## config.mk

```make
export PLATFORM = sky130hd
export DESIGN_NAME = shift_add_multiplier
export DESIGN_NICKNAME = d
export VERILOG_FILES = /design/src/rtl/shift_add_multiplier.sv
export SDC_FILE = /design/constraint.sdc
export NUM_CORES = 1
export LEC_CHECK = 0
export CORE_UTILIZATION = 30
export CTS_CLUSTER_DIAMETER = 150
export DETAILED_ROUTE_END_ITERATION = 8
export GPL_TIMING_DRIVEN = 0
export PLACE_DENSITY = 0.58
export SLEW_MARGIN = 20
export SYNTH_ARGS = -nofsm -noshare
export SYNTH_HDL_FRONTEND = slang
export SYNTH_SLANG_ARGS = --single-unit
```

## constraint.sdc

```tcl
create_clock -name i_clk -period 2.4 [get_ports i_clk]
set_clock_uncertainty 0.1 [all_clocks]
set_input_delay 0.48 -clock i_clk [delete_from_list [all_inputs] [get_ports i_clk]]
set_output_delay 0.48 -clock i_clk [all_outputs]
set_load 0.01 [all_outputs]
```

## src/rtl/shift_add_multiplier.sv

```systemverilog
// -----------------------------------------------------------------------------
// shift_add_multiplier
//   Iterative unsigned shift-and-add multiplier feeding the accumulate adder of
//   the MAC datapath. One multiplier bit is retired per clock, so a product
//   takes exactly WIDTH run cycles after the operands are accepted.
//
// Ports
//   i_clk        clock, all state updates on the rising edge
//   i_rst_n      asynchronous active-low reset
//   i_in_valid   operands i_a / i_b valid
//   o_in_ready   block can accept operands (high only in IDLE)
//   i_a          multiplicand, unsigned, WIDTH bits
//   i_b          multiplier, unsigned, WIDTH bits
//   o_out_valid  product o_p valid (high only in DONE)
//   i_out_ready  downstream adder consumes o_p
//   o_p          product i_a*i_b, unsigned, 2*WIDTH bits
//   o_busy       high while an operation is in RUN or DONE
// -----------------------------------------------------------------------------
module shift_add_multiplier #(
   parameter int WIDTH = 16
) (
   input  logic                 i_clk,
   input  logic                 i_rst_n,
   input  logic                 i_in_valid,
   output logic                 o_in_ready,
   input  logic [WIDTH-1:0]     i_a,
   input  logic [WIDTH-1:0]     i_b,
   output logic                 o_out_valid,
   input  logic                 i_out_ready,
   output logic [2*WIDTH-1:0]   o_p,
   output logic                 o_busy
);

   localparam int CNT_W = $clog2(WIDTH);

   typedef enum logic [1:0] {
      S_IDLE = 2'd0,
      S_RUN  = 2'd1,
      S_DONE = 2'd2
   } state_t;

   state_t               r_state;
   state_t               w_state_nxt;
   logic                 w_accept;
   logic                 w_last;

   logic [WIDTH-1:0]     r_mcand;
   // {ACC_HI, ACC_LO}: the upper half accumulates partial sums, the lower half
   // starts as the multiplier and is consumed one bit per cycle from bit 0.
   logic [2*WIDTH-1:0]   r_acc;
   logic [CNT_W-1:0]     r_cnt;
   logic [2*WIDTH-1:0]   r_p;

   logic [WIDTH:0]       w_sum;
   logic [2*WIDTH-1:0]   w_acc_shift;

   // One extra bit on the sum keeps the carry; the right shift moves it into
   // the top of ACC_HI, so no partial product is ever lost.
   always_comb begin
      w_sum = {1'b0, r_acc[2*WIDTH-1:WIDTH]};
      if (r_acc[0]) begin
         w_sum = {1'b0, r_acc[2*WIDTH-1:WIDTH]} + {1'b0, r_mcand};
      end
   end

   assign w_acc_shift = {w_sum, r_acc[WIDTH-1:1]};
   assign w_last      = (r_cnt == CNT_W'(WIDTH - 1));

   // State register
   always_ff @(posedge i_clk or negedge i_rst_n) begin
      if (!i_rst_n) begin
         r_state <= S_IDLE;
      end else begin
         r_state <= w_state_nxt;
      end
   end

   // Next-state decode; accept only happens in IDLE, so IN_READY never
   // depends on the downstream side.
   always_comb begin
      w_state_nxt = r_state;
      w_accept    = 1'b0;
      case (r_state)
         S_IDLE: begin
            if (i_in_valid) begin
               w_accept    = 1'b1;
               w_state_nxt = S_RUN;
            end
         end
         S_RUN: begin
            if (w_last) begin
               w_state_nxt = S_DONE;
            end
         end
         S_DONE: begin
            if (i_out_ready) begin
               w_state_nxt = S_IDLE;
            end
         end
         default: begin
            w_state_nxt = S_IDLE;
         end
      endcase
   end

   // Datapath: load on accept, shift/add every RUN cycle, capture the product
   // on the final iteration. o_p then holds until the next DONE load.
   always_ff @(posedge i_clk or negedge i_rst_n) begin
      if (!i_rst_n) begin
         r_mcand <= '0;
         r_acc   <= '0;
         r_cnt   <= '0;
         r_p     <= '0;
      end else if (w_accept) begin
         r_mcand <= i_a;
         r_acc   <= {{WIDTH{1'b0}}, i_b};
         r_cnt   <= '0;
      end else if (r_state == S_RUN) begin
         r_acc <= w_acc_shift;
         if (w_last) begin
            // Explicit clear so the counter restarts cleanly for any WIDTH,
            // not only powers of two.
            r_cnt <= '0;
            r_p   <= w_acc_shift;
         end else begin
            r_cnt <= r_cnt + 1'b1;
         end
      end
   end

   assign o_in_ready  = (r_state == S_IDLE);
   assign o_out_valid = (r_state == S_DONE);
   assign o_busy      = (r_state != S_IDLE);
   assign o_p         = r_p;

endmodule

```

==> metrics.cfg, run 1 <==
[logic_synthesis]
synth_xor_area_frac=0.0263
synth_area_per_cell_um2=9.03
synthTopCellsByCount=nand2_1, dfrtp_1, o21ai_0
synth_seq_cells=86
synth-adder-area-share=0.0538
dominantRegCellSynth=dfrtp_1
synth-simple-area-share=0.209
synth_top_family_by_area=simple AND/OR/NAND/NOR gates
netlist_top_cells_area=dfrtp_1, nand2_1, ha_1, o21ai_0, a22oi_1
yosysUniqueCellTypes=48
synth_area_mm2=0.00433
yosysTopAreaCell=dfrtp_1
ys_seq_area_frac=0.498
ys_warn_count=0
synth-edff-count=0
synth_top_area_frac=0.498
yosysMostFrequentCell=nand2_1
synth_nets=533
synth_compound_area_frac=0.169
synthCells=479
synthArstFlopShare=1.00
synthMuxAreaShare=0.0162

[cells_and_area]
final_cell_count_no_fill=752
antenna_cells=0
nets=621
area.growth.synth_to_final_pct=31.5
fin_area_mm2=0.00569
drive_above_1_share=0.0787

[route]
wl_per_cell_um=15.4
met2_length_um=5290
routed_wl_um=11600
vias_per_cell=4.91
top_layer_used=met4
drt_pre_antenna_iters=4
drt_iter0_drc=247
drc=0
wl_met1_um=5640
met3_length_um=453
ant_nets=0
num_vias=3696

[global_routing]
grt_pass1_vias=3654
grt_pass1_wl_um=18800
grt_max_degree=48
grt_usage=0.167
grt_overflow=0
antenna_found_initial=0

[setup_path]
critPathKind=flip-flop to flip-flop
crit_path_max_fanout=3
worst_setup_path_start_kind=flip-flop
r2r-end=o_p[27]
endpoint_kind=flip-flop
r2r_setup_slack_ns=0.08
cp.arrival_ns=2.44
r2r-start=r_acc[16]
r2r_cells=8
critPathRequiredTime_ns=2.51

[power_and_ir_drop]
switchingPower_mw=3.57
power_mw=8.47
p_int_mw=4.90
p_clk_frac=0.170
seqPwrFrac=0.310
vdd_drop_max_mv=0.619
switching_share=0.421
p_comb_frac=0.520
leakagePower_nw=2.61
power.density_mw_per_mm2=1490

[sta]
setup_slack_ns=0.0771
maxSlewViolCount=0
rsz0062_at_grt=no
maxSlewHeadroom=0.539
period_needed_ns=2.32
setup_viol=0
tightest_slew_ns=0.692
max_freq_ghz=0.431
final-hold-violation-count=0
fin_setup_tns_ns=0
min_period_over_period=0.968

[outcome]
status=finished, final reports clean

[clock_tree]
cts.sinks=86
cts_tree=built
cts_buffers=9
cts_root_buf=clkbuf_16
cts_hold_buf=0
clock_latency_ns=0.35
htreeDepth=3
cts_buffer_depth=2
path_clk_slew_ns=0.07

[placed_design]
dpl_worst_slack_ns=-0.199
place_inst=730
port_buffers=70
dp_hpwl_um=8390
gp_congestion=0.822
placed_area_mm2=0.00528

[die]
core_area_mm2=0.0140
die-area_mm2=0.0149
rows=43
io_pins=71
start_util=0.309
die_x_um=122
die_h_um=122

[hold_path]
holdCritPathClass=input port to asynchronous set/reset pin

[run]
maxCapViolations=0

[layer usage]
layer	GRT usage	vias to the layer above
met3	0.0257	15
met5	0	-
met1	0.230	1767
met2	0.260	79
met4	0.0701	0
li1	-	1835
[final cells by class]
type | instances | area [um^2]
Clock buffer | 10 | 239
Fill cell | 1435 | 8300
Multi-Input combinational cell | 362 | 2110
Clock inverter | 6 | 68.8
Tap cell | 180 | 225
Timing Repair Buffer | 77 | 771
Sequential cell | 86 | 2150
Inverter | 6 | 22.5
Buffer | 25 | 101
[cell usage in the layout, fill, tap and decap left out, types with 9 or more instances in the layout]
| master | instances |
|---|---|
| clkbuf_1 | 18 |
| clkdlybuf4s50_1 | 69 |
| xnor2_1 | 10 |
| ha_1 | 14 |
| nand3_1 | 13 |
| clkbuf_16 | 9 |
| o21ai_0 | 30 |
| a22oi_1 | 15 |
| nand2_1 | 159 |
| dfrtp_1 | 86 |
| a21oi_1 | 19 |
| nor2_1 | 16 |
[worst max-delay path, stage by stage, from the launching register on]
cell,delay (ns)
dfrtp_1,0.39
ha_2,0.20
fa_2,0.37
a21oi_4,0.18
o221ai_4,0.12
and3_1,0.18
a2111o_1,0.37
xnor2_2,0.19
o22ai_1,0.09
[how the worst max path moves through the flow]
| stage | start | end | slack (ns) |
|---|---|---|---|
| after detailed placement | r_acc[16] | o_p[27] | -0.20 |
| after global placement | i_rst_n | r_mcand[4] | -2.48 |
| final | r_acc[16] | o_p[27] | 0.08 |
| after CTS | r_acc[16] | o_p[27] | -0.08 |
| after floorplan | r_mcand[0] | o_p[27] | 0.05 |
| after global routing | r_acc[16] | o_p[27] | 0.004 |
[power groups by stage]
stage,clock [mW],combinational [mW],sequential (mW)
finish,1.44,4.40,2.62
global route,1.54,4.90,2.71
CTS,1.48,4.34,2.62
detailed placement,0,4.18,2.64
global placement,0,4.09,2.62
floorplan,0,2.77,2.61
[through the flow]
step | hold WS [ns] | util
floorplan | 0.0844 | -
global placement | 0.365 | 0.375
detailed placement | 0.366 | 0.377
CTS | 0.0336 | 0.404
global route | 0.0580 | 0.407
finish | 0.00881 | 0.407
[repair_timing]
action / CTS / global route
buffers inserted: 5 / 1
gates resized for setup: 4 / 9
setup endpoints to repair: 4 / 19
pin swaps: 9 / 5
[state kept, by name, summed over array words and instances (netlist names)]
name	cells
r_acc	32
r_state	2
r_mcand	16
o_p	32
r_cnt	4
[kinds of logic after synthesis]
group / Yosys count
AOI/OAI and AO/OA: 107
xor gates and xnor gates: 13
adders and majority gates: 18
buffers and inverters: 31
DFF: 86
muxes: 7
and+or+nand+nor: 217
(Power assumes the default switching activity.)
==> inputs of run 2 (changes only) <==
Settings changed: ABC_AREA set to 1.
==> run 2 against run 1 <==
- register-to-register slack gained 0.16 ns
- sequential power is essentially flat
- total power shrank 1.1%
- synthesized cell count grew 20%
- routed wire length grew 5.0%
- sequential share of layout area is essentially flat
- maximum frequency grew 7.3%
- area after synthesis grew 3.3%
- hold slack gained 0.021 ns
- clock-buffer cell count grew 1
- sequential cell count is the same
- critical path type unchanged
==> metrics.cfg, run 2 <==
[cells_and_area]
fillers=1528
area.growth.synth_to_final_pct=27.4
final_common_cell=nand2_1
drive_above_1_share=0.0799
final_cell_mix=nand2_1, dfrtp_1, clkdlybuf4s50_1
antenna_cells=0
final_cell_count_no_fill=847
nets=712

[sta]
maxSlewViolCount=0
min_period_over_period=0.902
setup_viol=0
rsz0062_at_grt=no
period_needed_ns=2.17
max_freq_ghz=0.462
final-hold-violation-count=0
tightest_slew_ns=0.576
maxSlewHeadroom=0.616
setup_slack_ns=0.234

[outcome]
status=finished, final reports clean

[setup_path]
r2r-start=r_mcand[0]
cp.arrival_ns=2.30
r2r-end=r_acc[27]
worst_setup_path_start_kind=flip-flop
r2r_setup_slack_ns=0.23
critPathRequiredTime_ns=2.54
r2r_cells=11
critPathKind=flip-flop to flip-flop
endpoint_kind=flip-flop
crit_path_max_fanout=3

[die]
die_h_um=124
die_x_um=124
die-area_mm2=0.0154
core_area_mm2=0.0145
io_pins=71
start_util=0.307
rows=44

[placed_design]
dpl_worst_slack_ns=0.260
gp_congestion=0.834
dp_hpwl_um=9000
port_buffers=70
place_inst=831

[logic_synthesis]
yosysTopAreaCell=dfrtp_1
synth_top_area_frac=0.482
synth_seq_cells=86
synth_nets=630
synthArstFlopShare=1.00
synth_area_per_cell_um2=7.76
dominantRegCellSynth=dfrtp_1
yosysMostFrequentCell=nand2_1
netlist_top_cells_area=dfrtp_1, nand2_1, nand3_1, ha_1, inv_1
ys_warn_count=0
synth-edff-count=0
synthCells=576
synth_area_mm2=0.00447
synthTopCellsByCount=nand2_1, dfrtp_1, inv_1
yosysUniqueCellTypes=34
ys_seq_area_frac=0.482

[route]
num_vias=3909
vias_per_cell=4.62
drc=0
drt_pre_antenna_iters=4
ant_nets=0
routed_wl_um=12200
drt_iter0_drc=218
wl_per_cell_um=14.4

[global_routing]
grt_overflow=0
grt_pass1_vias=3987
grt_pass1_wl_um=20000
grt_max_degree=47
grt_usage=0.173
antenna_found_initial=0

[clock_tree]
post-cts-setup-buffer-count=0
cts_root_buf=clkbuf_16
cts_tree=built
cts.sinks=86
clock_latency_ns=0.36
cts_hold_buf=0
path_clk_slew_ns=0.06
htreeDepth=3
ctsResizeCount=0
cts_buffer_depth=2
cts_buffers=9

[power_and_ir_drop]
power.density_mw_per_mm2=1470
leakagePower_nw=2.89
vdd_drop_max_mv=0.521
power_mw=8.37

[run]
maxCapViolations=0

[hold_path]
holdCritPathClass=input port to asynchronous set/reset pin

## run 2: cell families after synthesis
logic type               share of synthesized area
flip-flops                                   0.482
AO/OA/AOI/OAI                               0.0748
adder cells (fa/ha/maj)                     0.0521
XOR/XNOR                                   0.00980
AND/OR/NAND/NOR                              0.305
buffers and inverters                       0.0764
## run 2: worst max-delay path by stage
stage	startpoint	cells after the start	endpoint	slack, ns
2_1_floorplan	r_mcand[0]	8	r_acc[19]	0.53
3_3_place_gp	i_rst_n	1	o_p[4]	-2.47
3_5_place_dp	r_mcand[0]	11	r_acc[27]	0.26
4_1_cts	r_mcand[0]	11	r_acc[27]	0.22
5_1_grt	r_mcand[0]	11	o_p[27]	0.09
6_report	r_mcand[0]	11	r_acc[27]	0.23
## run 2: per-stage QoR
step / hold WS [ns] / utilization / setup TNS, ns / instance area (um^2)
floorplan: 0.0844 / - / 0 / 4470
global route: 0.0764 / 0.392 / 0 / 5690
global placement: 0.366 / 0.371 / -211.59 / 5400
finish: 0.0298 / 0.392 / 0 / 5690
CTS: 0.0460 / 0.392 / 0 / 5690
detailed placement: 0.372 / 0.373 / 0 / 5420
## run 2: report_power, final
part,switching (mW),internal [mW]
logic,2.61,1.84
clock network,0.590,0.703
registers,0.463,2.16
total,3.67,4.70
## run 2: layout make-up
| type | count | area [um^2] | share of cell area |
|---|---|---|---|
| Sequential cell | 86 | 2150 | 0.378 |
| Multi-Input combinational cell | 411 | 1970 | 0.347 |
| Tap cell | 184 | 230 | 0.0404 |
| Inverter | 59 | 221 | 0.0389 |
| Clock buffer | 11 | 233 | 0.0409 |
| Clock inverter | 5 | 35.0 | 0.00616 |
| Timing Repair Buffer | 71 | 726 | 0.128 |
| Buffer | 20 | 120 | 0.0211 |
## run 2: metal layers
metal	wire length [um]	share of wire	up-vias	track usage
met3	579	0.048	16	0.0435
met1	5680	0.47	1815	0.220
met5	0	0	-	0
met4	280	0.023	0	0.0655
met2	5640	0.46	94	0.283
li1	-	-	1984	-
## run 2: worst max-delay path, cell delays in order, from the launching register on
cell and delay [ns]:
dfrtp_1 0.39, ha_1 0.23, fa_1 0.42, nand2_1 0.08
nand2_1 0.07, and2_1 0.18, nand3_1 0.11, nand3_1 0.10
nand2_1 0.07, nand3_1 0.12, nand3_1 0.11, nand2_1 0.05
==> inputs of run 3 (changes only) <==
Settings changed: CORE_UTILIZATION 30 to 55, PLACE_DENSITY 0.58 to 0.88.
Clock period 2.4 ns to 2.5 ns, I/O delays scaled along.
==> run 3 against run 2 <==
- the run now ends with negative hold slack left
- combinational power fell by 3%
- global-route usage is 11 points higher
- maximum frequency shrank 0.43%
- final cell count is 9.7% lower
- hold slack worse by 0.038 ns
- non-clock buffer count unchanged
- worst setup slack better by 0.091 ns
- clock power down 26%
- routed wire length down 6.0%
- cell area fell by 3.2%
- via count up 6.4%
==> metrics.cfg, run 3 (same netlist as run 2, synthesis figures left out) <==
[outcome]
status=complete, but fails checks
violations=negative hold slack

[sta]
min_period_over_period=0.870
maxSlewHeadroom=0.659
period_needed_ns=2.18
hold_slack_ns=-0.00815
rsz0062_at_grt=no
final-hold-violation-count=1
setup_viol=0
tightest_slew_ns=0.511
maxSlewViolCount=0
max_freq_ghz=0.460
setup_slack_ns=0.325

[route]
vias_per_cell=5.44
drt_iter0_drc=222
routed_wl_um=11400
drc=0
num_vias=4160
ant_nets=0
drt_pre_antenna_iters=5
wl_per_cell_um=15.0

[clock_tree]
htreeDepth=3
cts_root_buf=clkbuf_8
cts.sinks=86
path_clk_slew_ns=0.10
ctsResizeCount=0
cts_hold_buf=0
clock_latency_ns=0.35
cts_tree=built
cts_buffer_depth=2
post-cts-setup-buffer-count=0
cts_buffers=9

[power_and_ir_drop]
p_int_mw=4.24
power_mw=7.81
p_clk_frac=0.123
vdd_drop_max_mv=0.671
p_comb_frac=0.555
switchingPower_mw=3.57
leakagePower_nw=2.85
power.density_mw_per_mm2=1420
seqPwrFrac=0.322
switching_share=0.457

[setup_path]
endpoint_kind=flip-flop
slowest_delay_ns=0.42
cp_common_cell=nand2_1
cp_cell_sequence=ha_1 > fa_1 > nand2_1 > nand2_1 > and2_1 > xor2_1 > o21ai_0 > o22ai_1
cp.arrival_ns=2.32
slowest_stage=dfrtp_1
crit_path_max_fanout=3
critPathKind=flip-flop to flip-flop
timing.critical_path.max_delay_family=adder cells
worst_setup_path_start_kind=flip-flop
critPathRequiredTime_ns=2.64
crit_buf_inv=0

[cells_and_area]
area.growth.synth_to_final_pct=23.4
final_cell_count_no_fill=765
final_cell_mix=nand2_1, dfrtp_1, clkdlybuf4s50_1
multi_input_area_mm2=0.00197
drive_above_1_share=0.0830
final_common_cell=nand2_1
fillers=601
antenna_cells=0
seq_area_mm2=0.00215
post-route-util=0.706
nets=712

[run]
maxCapViolations=0

[die]
die_h_um=92.1
rows=32
io_pins=71
die_x_um=92.1
start_util=0.572
die-area_mm2=0.00849
core_area_mm2=0.00781

[placed_design]
place_inst=749
gp_congestion=0.892
dpl_worst_slack_ns=0.386
port_buffers=70
dp_hpwl_um=8460

[global_routing]
grt_overflow=0
grt_max_degree=52
grt_pass1_wl_um=18900
grt_usage=0.286
grt_pass1_vias=3993
antenna_found_initial=0

[hold_path]
holdCritPathClass=input port to asynchronous set/reset pin

## run 3: through the flow
step	area [um^2]	TNS (ns)
floorplan	4470	0
global placement	5300	-187.92
detailed placement	5320	0
CTS	5510	0
global route	5510	0
finish	5510	0
## run 3: final cells by class
type / instances / share of cell area
Multi-Input combinational cell: 411 / 0.358
Buffer: 20 / 0.0218
Tap cell: 102 / 0.0232
Clock buffer: 10 / 0.0250
Timing Repair Buffer: 71 / 0.132
Clock inverter: 6 / 0.00953
Inverter: 59 / 0.0402
Sequential cell: 86 / 0.390
## run 3: power by group through the flow
stage / Sequential [mW] / Combinational (mW) / Clock (mW)
floorplan: 2.51 / 2.82 / 0
global placement: 2.50 / 4.13 / 0
detailed placement: 2.52 / 4.28 / 0
CTS: 2.50 / 4.32 / 0.970
global route: 2.58 / 4.88 / 1.02
finish: 2.51 / 4.34 / 0.959
## run 3: path summary, 6_finish.rpt
| check | startpoint | endpoint | slack, ns | cells past startpoint |
|---|---|---|---|---|
| setup / recovery | r_mcand[0] | r_acc[19] | 0.32 | 8 |
| hold / removal | i_rst_n | r_mcand[7] | -0.008 | 1 |
| setup reg to reg | r_mcand[0] | r_acc[19] | 0.32 | 8 |
| hold reg to reg | o_p[15] | o_p[15] | 0.38 | 2 |
| max in group asynchronous | i_rst_n | r_acc[7] | 1.67 | 2 |
| min in group i_clk | o_p[15] | o_p[15] | 0.38 | 2 |
## run 3: layer usage
| layer | GRT usage | vias to the layer above | share of wire |
|---|---|---|---|
| met3 | 0.0522 | 30 | 0.059 |
| met5 | 0 | - | 0 |
| li1 | - | 1988 | - |
| met4 | 0.118 | 0 | 0.031 |
| met1 | 0.377 | 1988 | 0.44 |
| met2 | 0.467 | 154 | 0.47 |
